--- src/rtl/alu_arbiter_pkg.sv ---
// alu_arbiter_pkg: shared ALU op codes, FSM state encoding and flag bit positions for the ALU arbiter.
package alu_arbiter_pkg;

    localparam int ALU_W = 16;

    localparam logic [3:0] OP_ADD = 4'h0;
    localparam logic [3:0] OP_SUB = 4'h1;
    localparam logic [3:0] OP_MUL = 4'hB;

    localparam int FLAG_Z = 0;
    localparam int FLAG_C = 1;
    localparam int FLAG_V = 2;

    typedef enum logic [1:0] {
        IDLE    = 2'd0,
        ISSUE   = 2'd1,
        CAPTURE = 2'd2,
        RESP    = 2'd3
    } state_t;

    function automatic logic [2:0] pack_flags(input logic v, input logic c, input logic z);
        logic [2:0] f;
        f = '0;
        f[FLAG_V] = v;
        f[FLAG_C] = c;
        f[FLAG_Z] = z;
        return f;
    endfunction

endpackage

--- src/rtl/alu_arbiter_rr.sv ---
// alu_arbiter_rr: combinational round-robin pick; first set request at or after ptr wins.
module alu_arbiter_rr #(
    parameter int NUM_REQ = 4,
    parameter int IW = $clog2(NUM_REQ)
) (
    input  logic [NUM_REQ-1:0] req,
    input  logic [IW-1:0]      ptr,
    output logic [NUM_REQ-1:0] grant,
    output logic [IW-1:0]      idx,
    output logic               any
);

    int c;
    logic [IW-1:0] ci;

    always_comb begin
        grant = '0;
        idx = '0;
        any = 1'b0;
        c = 0;
        ci = '0;
        for (int k = 0; k < NUM_REQ; k++) begin
            c = int'(ptr) + k;
            c = (c >= NUM_REQ) ? c - NUM_REQ : c;
            ci = IW'(c);
            if (!any && req[ci]) begin
                grant[ci] = 1'b1;
                idx = ci;
                any = 1'b1;
            end
        end
    end

endmodule

--- src/rtl/alu_arbiter.sv ---
// alu_arbiter: round-robin share of one registered ALU among NUM_REQ requesters, one op in flight.
// Define ALU_ARB_STATS_EN to add saturating per-requester response counters on stat_count.
module alu_arbiter
    import alu_arbiter_pkg::*;
#(
    parameter int NUM_REQ = 4,
    parameter int W = ALU_W
) (
`ifdef ALU_ARB_STATS_EN
    output logic [NUM_REQ*16-1:0] stat_count,
`endif
    input  logic                 clk,
    input  logic                 reset_n,
    input  logic [NUM_REQ-1:0]   req_valid,
    output logic [NUM_REQ-1:0]   req_ready,
    input  logic [NUM_REQ*W-1:0] req_a,
    input  logic [NUM_REQ*W-1:0] req_b,
    input  logic [NUM_REQ*4-1:0] req_op,
    output logic [NUM_REQ-1:0]   rsp_valid,
    input  logic [NUM_REQ-1:0]   rsp_ready,
    output logic [W-1:0]         rsp_result,
    output logic [2:0]           rsp_flags,
    output logic                 alu_enable,
    output logic [W-1:0]         alu_a,
    output logic [W-1:0]         alu_b,
    output logic [3:0]           alu_op_code,
    input  logic [W-1:0]         alu_result,
    input  logic                 alu_zero_flag,
    input  logic                 alu_carry_flag,
    input  logic                 alu_overflow_flag
);

    localparam int IW = $clog2(NUM_REQ);

    state_t state_q, state_d;
    logic [IW-1:0] rr_q, rr_d;
    logic [IW-1:0] gnt_q, gnt_d;
    logic [W-1:0] alu_a_q, alu_a_d;
    logic [W-1:0] alu_b_q, alu_b_d;
    logic [3:0] alu_op_q, alu_op_d;
    logic [W-1:0] result_q, result_d;
    logic [2:0] flags_q, flags_d;

    logic [NUM_REQ-1:0] arb_grant;
    logic [IW-1:0] arb_idx;
    logic arb_any;

    alu_arbiter_rr #(.NUM_REQ(NUM_REQ), .IW(IW)) u_rr (
        .req   (req_valid),
        .ptr   (rr_q),
        .grant (arb_grant),
        .idx   (arb_idx),
        .any   (arb_any)
    );

    logic rsp_hs;
    assign rsp_hs = (state_q == RESP) && rsp_ready[gnt_q];

    always_comb begin
        state_d = state_q;
        rr_d = rr_q;
        gnt_d = gnt_q;
        alu_a_d = alu_a_q;
        alu_b_d = alu_b_q;
        alu_op_d = alu_op_q;
        result_d = result_q;
        flags_d = flags_q;
        case (state_q)
            IDLE: begin
                if (arb_any) begin
                    alu_a_d = req_a[arb_idx*W +: W];
                    alu_b_d = req_b[arb_idx*W +: W];
                    alu_op_d = req_op[arb_idx*4 +: 4];
                    gnt_d = arb_idx;
                    rr_d = (int'(arb_idx) == NUM_REQ - 1) ? '0 : arb_idx + 1'b1;
                    state_d = ISSUE;
                end
            end
            ISSUE: state_d = CAPTURE;
            CAPTURE: begin
                result_d = alu_result;
                flags_d = pack_flags(alu_overflow_flag, alu_carry_flag, alu_zero_flag);
                state_d = RESP;
            end
            default: state_d = rsp_hs ? IDLE : RESP;
        endcase
    end

    always_ff @(posedge clk or negedge reset_n) begin
        if (!reset_n) begin
            state_q <= IDLE;
            rr_q <= '0;
            gnt_q <= '0;
            alu_a_q <= '0;
            alu_b_q <= '0;
            alu_op_q <= '0;
            result_q <= '0;
            flags_q <= '0;
        end else begin
            state_q <= state_d;
            rr_q <= rr_d;
            gnt_q <= gnt_d;
            alu_a_q <= alu_a_d;
            alu_b_q <= alu_b_d;
            alu_op_q <= alu_op_d;
            result_q <= result_d;
            flags_q <= flags_d;
        end
    end

    assign req_ready = (state_q == IDLE) ? arb_grant : '0;
    assign rsp_valid = (state_q == RESP) ? (NUM_REQ'(1) << gnt_q) : '0;
    assign alu_enable = (state_q == ISSUE);
    assign alu_a = alu_a_q;
    assign alu_b = alu_b_q;
    assign alu_op_code = alu_op_q;
    assign rsp_result = result_q;
    assign rsp_flags = flags_q;

`ifdef ALU_ARB_STATS_EN
    logic [NUM_REQ*16-1:0] stat_q, stat_d;

    always_comb begin
        stat_d = stat_q;
        if (rsp_hs && stat_q[gnt_q*16 +: 16] != 16'hFFFF)
            stat_d[gnt_q*16 +: 16] = stat_q[gnt_q*16 +: 16] + 16'd1;
    end

    always_ff @(posedge clk or negedge reset_n) begin
        if (!reset_n) stat_q <= '0;
        else stat_q <= stat_d;
    end

    assign stat_count = stat_q;
`endif

endmodule

--- config.mk ---
export PLATFORM = sky130hd
export DESIGN_NAME = alu_arbiter
export DESIGN_NICKNAME = d
export VERILOG_FILES = /design/src/rtl/alu_arbiter_pkg.sv /design/src/rtl/alu_arbiter_rr.sv /design/src/rtl/alu_arbiter.sv
export SDC_FILE = /design/constraint.sdc
export NUM_CORES = 1
export LEC_CHECK = 0
export BUFFER_PORTS_ARGS = -buffer_cell sky130_fd_sc_hd__buf_2
export CORE_ASPECT_RATIO = 1.4
export CORE_MARGIN = 2
export CORE_UTILIZATION = 39
export DETAILED_ROUTE_END_ITERATION = 10
export GPL_ROUTABILITY_DRIVEN = 1
export MAX_ROUTING_LAYER = met4
export PLACE_DENSITY_LB_ADDON = 0.15
export REMOVE_ABC_BUFFERS = 1
export SYNTH_ARGS = -nofsm -noshare
export SYNTH_HDL_FRONTEND = slang
export SYNTH_HIERARCHICAL = 1
export SYNTH_SLANG_ARGS = --single-unit
--- constraint.sdc ---
create_clock -name clk -period 3.2 [get_ports clk]
set_clock_uncertainty 0.05 [all_clocks]
set_input_delay 0.16 -clock clk [delete_from_list [all_inputs] [get_ports clk]]
set_output_delay 0.16 -clock clk [all_outputs]
set_load 0.1 [all_outputs]
==> out/qor.yml, run 1 <==
first_pass_iters: 4
viasPerCell: 5.22
die_w_um: 86.4
cts-root-buf: "clkbuf_16"
nets: 672
drive_gt1_frac: 0.746
drtIter0Drc: 100
route.detailed.drc: 0
synth-simple-area-share: 0.0428
final_util: 0.576
hpwl_mm: 8.79
syn_avg_cell_area_um2: 15.2
place_congestion: 0.875
hold_class: "primary input to register"
vias: 3150
netlist_area_um2: 3710
initial_core_util: 0.396
cp-start-kind: "register"
synthCells: 244
routedWlPerCell_um: 17.6
synth_xor_area_frac: 0
grt_pass1_vias: 3233
cts.path.max_buffers: 2
synth_top_family_by_area: "multiplexers"
r2r_cells: 10
rsz0062_at_grt: "no"
whs_path_depth: 2
cts_buffers: 9
synth_top_cell_by_area: "dfrtp_1"
yosysSeqAreaShare: 0.412
endpoint_kind: "output port"
max_cap_violations: 0
synth.distinct_cells: 30
layout_min_cycle_time_ps: 3010
cp.required_ps: 2990
synth_edf_count: 0
io_pins: 237
syn2layout_area_growth_pct: 45.3
cts_tree: "yes"
grt_usage: 0.214
grt-ovfl-total: 0
whs_ps: 18.9
synth_top_area_share: 0.412
detailedPlace.worstSlack_ps: 52.7
wirelength_mm: 10.7
core_um2: 9350
synthTopCellsByArea: "dfrtp_1 (41%), mux4_2 (23%), mux2_2 (18%)"
grt_max_degree: 27
setup_violations: 0
insertion_delay_ps: 320
portBuffers: 236
worst_slack_ps: 195
die_area_um2: 10300
path_class: "register to output port"
die_h_um: 119
finalSetupTns_ps: 0
hold_viol: 0
crit_fanout: 9
synth_top_flop_cell: "dfrtp_1"
synth_warnings: 6
clock-sinks: 61
critical_path_arrival_ps: 2800
grt_pass1_wl_mm: 16.3
slew_viol_final: 0
synth_mux_area_frac: 0.435
synthAdderAreaFrac: 0.0337
outcome: "completed"
synth_compound_area_frac: 0.0418
final_antenna_net_count: 0
worst_pin_slew_ps: 888
synth-seq-cells: 61
h-tree-depth: 3
rows: 42
post-route-period-util: 0.939
antenna_found_initial: 1
fmax_mhz: 333
async_reset_ff_frac: 1.00
relSlewSlack: 0.408
path_clk_slew_ps: 50
==> cell usage after synthesis (all sizes together) (2+ instances only) <==
cell type / instances
nand2: 3
mux2i: 3
nand2b: 4
mux4: 40
mux2: 60
inv: 5
o31ai: 2
nor2: 6
buf: 13
clkbuf: 4
dfrtp: 61
and2: 5
a31oi: 2
nor2b: 3
a22oi: 8
o21ai: 5
ha: 10
==> cell families (layout without fill, tap and decap cells) <==
| group | after synthesis | count (layout) |
|---|---|---|
| DFF | 61 | 61 |
| other | 0 | 1 |
| AOI/OAI and AO/OA | 22 | 22 |
| and+or+nand+nor | 26 | 26 |
| buffers and inverters | 22 | 271 |
| adders and majority gates | 10 | 10 |
| muxes | 103 | 103 |
==> flip-flops by register name, summed over array words and instances, names as in the netlist <==
signal       cells
rsp_flags        3
alu_op_code      4
rr_q             2
rsp_result      16
gnt_q            2
state_q          2
alu_a           16
alu_b           16
==> area by class of cell <==
class / count / area [um^2]
antenna: 1 / 2.50
clock buffer: 11 / 243
clock inverter: 4 / 72.6
fill: 782 / 3970
inverter: 5 / 18.8
multi-input combinational: 161 / 2070
sequential: 61 / 1530
tap: 110 / 138
timing repair buffer: 251 / 1320
==> cell usage in the layout (no fill, tap or decap), types with 2 or more instances in the layout <==
| master | Yosys | final |
|---|---|---|
| o21ai_0 | 5 | 5 |
| a31oi_1 | 2 | 2 |
| mux4_1 | 2 | 2 |
| bufinv_16 | 0 | 2 |
| mux2_2 | 60 | 60 |
| buf_6 | 5 | 2 |
| nand2b_1 | 4 | 4 |
| nor2b_1 | 3 | 3 |
| nand2_1 | 3 | 2 |
| mux2i_1 | 3 | 3 |
| mux4_2 | 38 | 38 |
| ha_1 | 10 | 10 |
| inv_1 | 5 | 5 |
| dfrtp_1 | 61 | 60 |
| a22oi_1 | 8 | 8 |
| and2_1 | 5 | 5 |
| buf_2 | 7 | 236 |
| buf_4 | 0 | 11 |
| nor2_1 | 6 | 6 |
| clkbuf_16 | 0 | 9 |
==> metrics by stage <==
stage | cell area, um^2 | instances
after CTS | 5360 | 600
after detailed placement | 5030 | 584
final | 5390 | 604
after global routing | 5390 | 604
after floorplan | 3600 | 227
after global placement | 5030 | 584
==> final timing paths <==
kind,start,to,slack [ps]
min in group asynchronous,reset_n,rsp_flags[2]$_DFFE_PN0N_,220
min,alu_result[6],rsp_result[6]$_DFFE_PN0N_,20
max reg2reg,rr_q[1]$_DFFE_PN0P_,alu_b[2]$_DFFE_PN0P_,210
max,rr_q[1]$_DFFE_PN0P_,req_ready[0],190
min reg2reg,alu_b[12]$_DFFE_PN0P_,alu_b[12]$_DFFE_PN0P_,450
max in group asynchronous,reset_n,rr_q[1]$_DFFE_PN0P_,2220
==> critical path: stages (launching register included) <==
cell     delay [ps]
dfrtp_2         400
inv_1           100
ha_1            350
mux4_2          320
buf_4           190
nor4b_4         340
a22oi_1         110
o21ai_0         110
and2_1          140
buf_2           420
==> metal layers <==
layer / part of all wire / up-vias / track usage
met5: 0 / - / -
met4: 0.017 / 0 / 0.0811
met3: 0.081 / 13 / 0.0464
met2: 0.53 / 173 / 0.360
met1: 0.37 / 1514 / 0.249
li1: - / 1450 / -
==> what timing repair did <==
action / 4_1_cts / 5_1_grt
hold endpoints to repair: 13 / 0
resized for setup: 0 / 3
endpoints found under the setup margin: 0 / 41
setup buffers: 0 / 3
hold buffers: 1 / 0
Power of run 1 is left out: the tool's default activity adds up to more than one toggle a clock period on the data nets, which glitch-free logic cannot reach.
==> inputs of run 2 (changes only) <==
Settings changed: CORE_UTILIZATION 39 to 30.
==> out/qor.yml, run 2 (same netlist as run 1, synthesis figures left out) <==
outcome: "completed"
relSlewSlack: 0.377
hold_viol: 0
final_common_cell: "buf_2"
vias: 3226
rsz0062_at_grt: "no"
max_cap_violations: 0
route.detailed.drc: 0
detailedPlace.worstSlack_ps: 85.8
routedWlPerCell_um: 17.2
die_w_um: 98.0
final_cell_mix: "buf_2 (232), dfrtp_1 (61), mux2_2 (60)"
fmax_mhz: 328
cp-start-kind: "register"
initial_core_util: 0.304
endpoint_kind: "register"
post-route-period-util: 0.952
cts.path.max_buffers: 2
core_um2: 12200
hold_class: "primary input to register"
cp.required_ps: 3360
drtIter0Drc: 72
final_antenna_net_count: 0
wirelength_mm: 11.3
hpwl_mm: 8.50
rows: 48
h-tree-depth: 3
antenna_found_initial: 2
crit_fanout: 38
finalSetupTns_ps: 0
clock-sinks: 61
io_pins: 237
place_congestion: 0.837
die_area_um2: 13300
grt_usage: 0.167
first_pass_iters: 4
syn2layout_area_growth_pct: 51.2
path_class: "register to register"
whs_path_depth: 2
cts_tree: "yes"
slew_viol_final: 0
grt-ovfl-total: 0
viasPerCell: 4.93
nets: 681
portBuffers: 236
cts-root-buf: "clkbuf_16"
seq_area_um2: 1530
setup_violations: 0
path_clk_slew_ps: 60
grt_max_degree: 42
nFillCells: 1165
die_h_um: 136
layout_min_cycle_time_ps: 3050
grt_pass1_vias: 3269
multiInputGateArea_um2: 2080
drive_gt1_frac: 0.736
cts_buffers: 9
worst_pin_slew_ps: 934
insertion_delay_ps: 330
r2r_cells: 10
whs_ps: 11.8
critical_path_arrival_ps: 3210
worst_slack_ps: 154
grt_pass1_wl_mm: 16.7
==> run 2: timing repair <==
action                     in CTS  in global routing
resized for setup               0                  5
hold buffers                    9                  0
setup endpoints to repair       0                 41
buffers inserted                0                  4
hold endpoints to repair       47                  0
==> run 2: layout make-up <==
class,instances,share of cell area
diodes,2,0.000892
clock buffers,10,0.0408
clock inverters,6,0.0114
inverters,5,0.00335
multi-input cells,161,0.371
flip-flops and latches,61,0.272
well taps,150,0.0335
repair buffers,260,0.267
==> run 2: final timing paths <==
check                           slack (ps)                        from                    endpoint
worst max-delay path                   150         rr_q[1]$_DFFE_PN0P_  alu_op_code[0]$_DFFE_PN0P_
min in group asynchronous              470                     reset_n   rsp_result[3]$_DFFE_PN0N_
worst max register to register         150         rr_q[1]$_DFFE_PN0P_  alu_op_code[0]$_DFFE_PN0P_
worst min register to register         450  alu_op_code[0]$_DFFE_PN0P_  alu_op_code[0]$_DFFE_PN0P_
worst min-delay path                    10               alu_result[7]   rsp_result[7]$_DFFE_PN0N_
max in group asynchronous             1740                     reset_n       alu_b[15]$_DFFE_PN0P_
==> run 2: critical path: stages (launching register included) <==
cell and delay [ps]:
dfrtp_1 400, inv_1 130, ha_4 310, mux4_2 350, buf_4 190, nor4b_4 330, nor2_1 110, a32o_2 260
buf_12 170, mux4_2 320, mux2_2 270
==> run 2: per-layer routing <==
layer	routed length, um	global-route usage	vias to the layer above
li1	-	-	1477
met1	4140	0.186	1575
met2	6030	0.284	157
met3	843	0.0377	17
met4	256	0.0772	0
met5	0	-	-
==> run 2: stage by stage <==
step           utilization  instance area (um^2)  instances
6_report             0.460                  5610        655
5_1_grt              0.460                  5610        655
4_1_cts              0.449                  5480        646
3_5_place_dp         0.418                  5090        621
3_3_place_gp         0.418                  5090        621
2_1_floorplan            -                  3600        227
Power of run 2 is left out for the same reason.
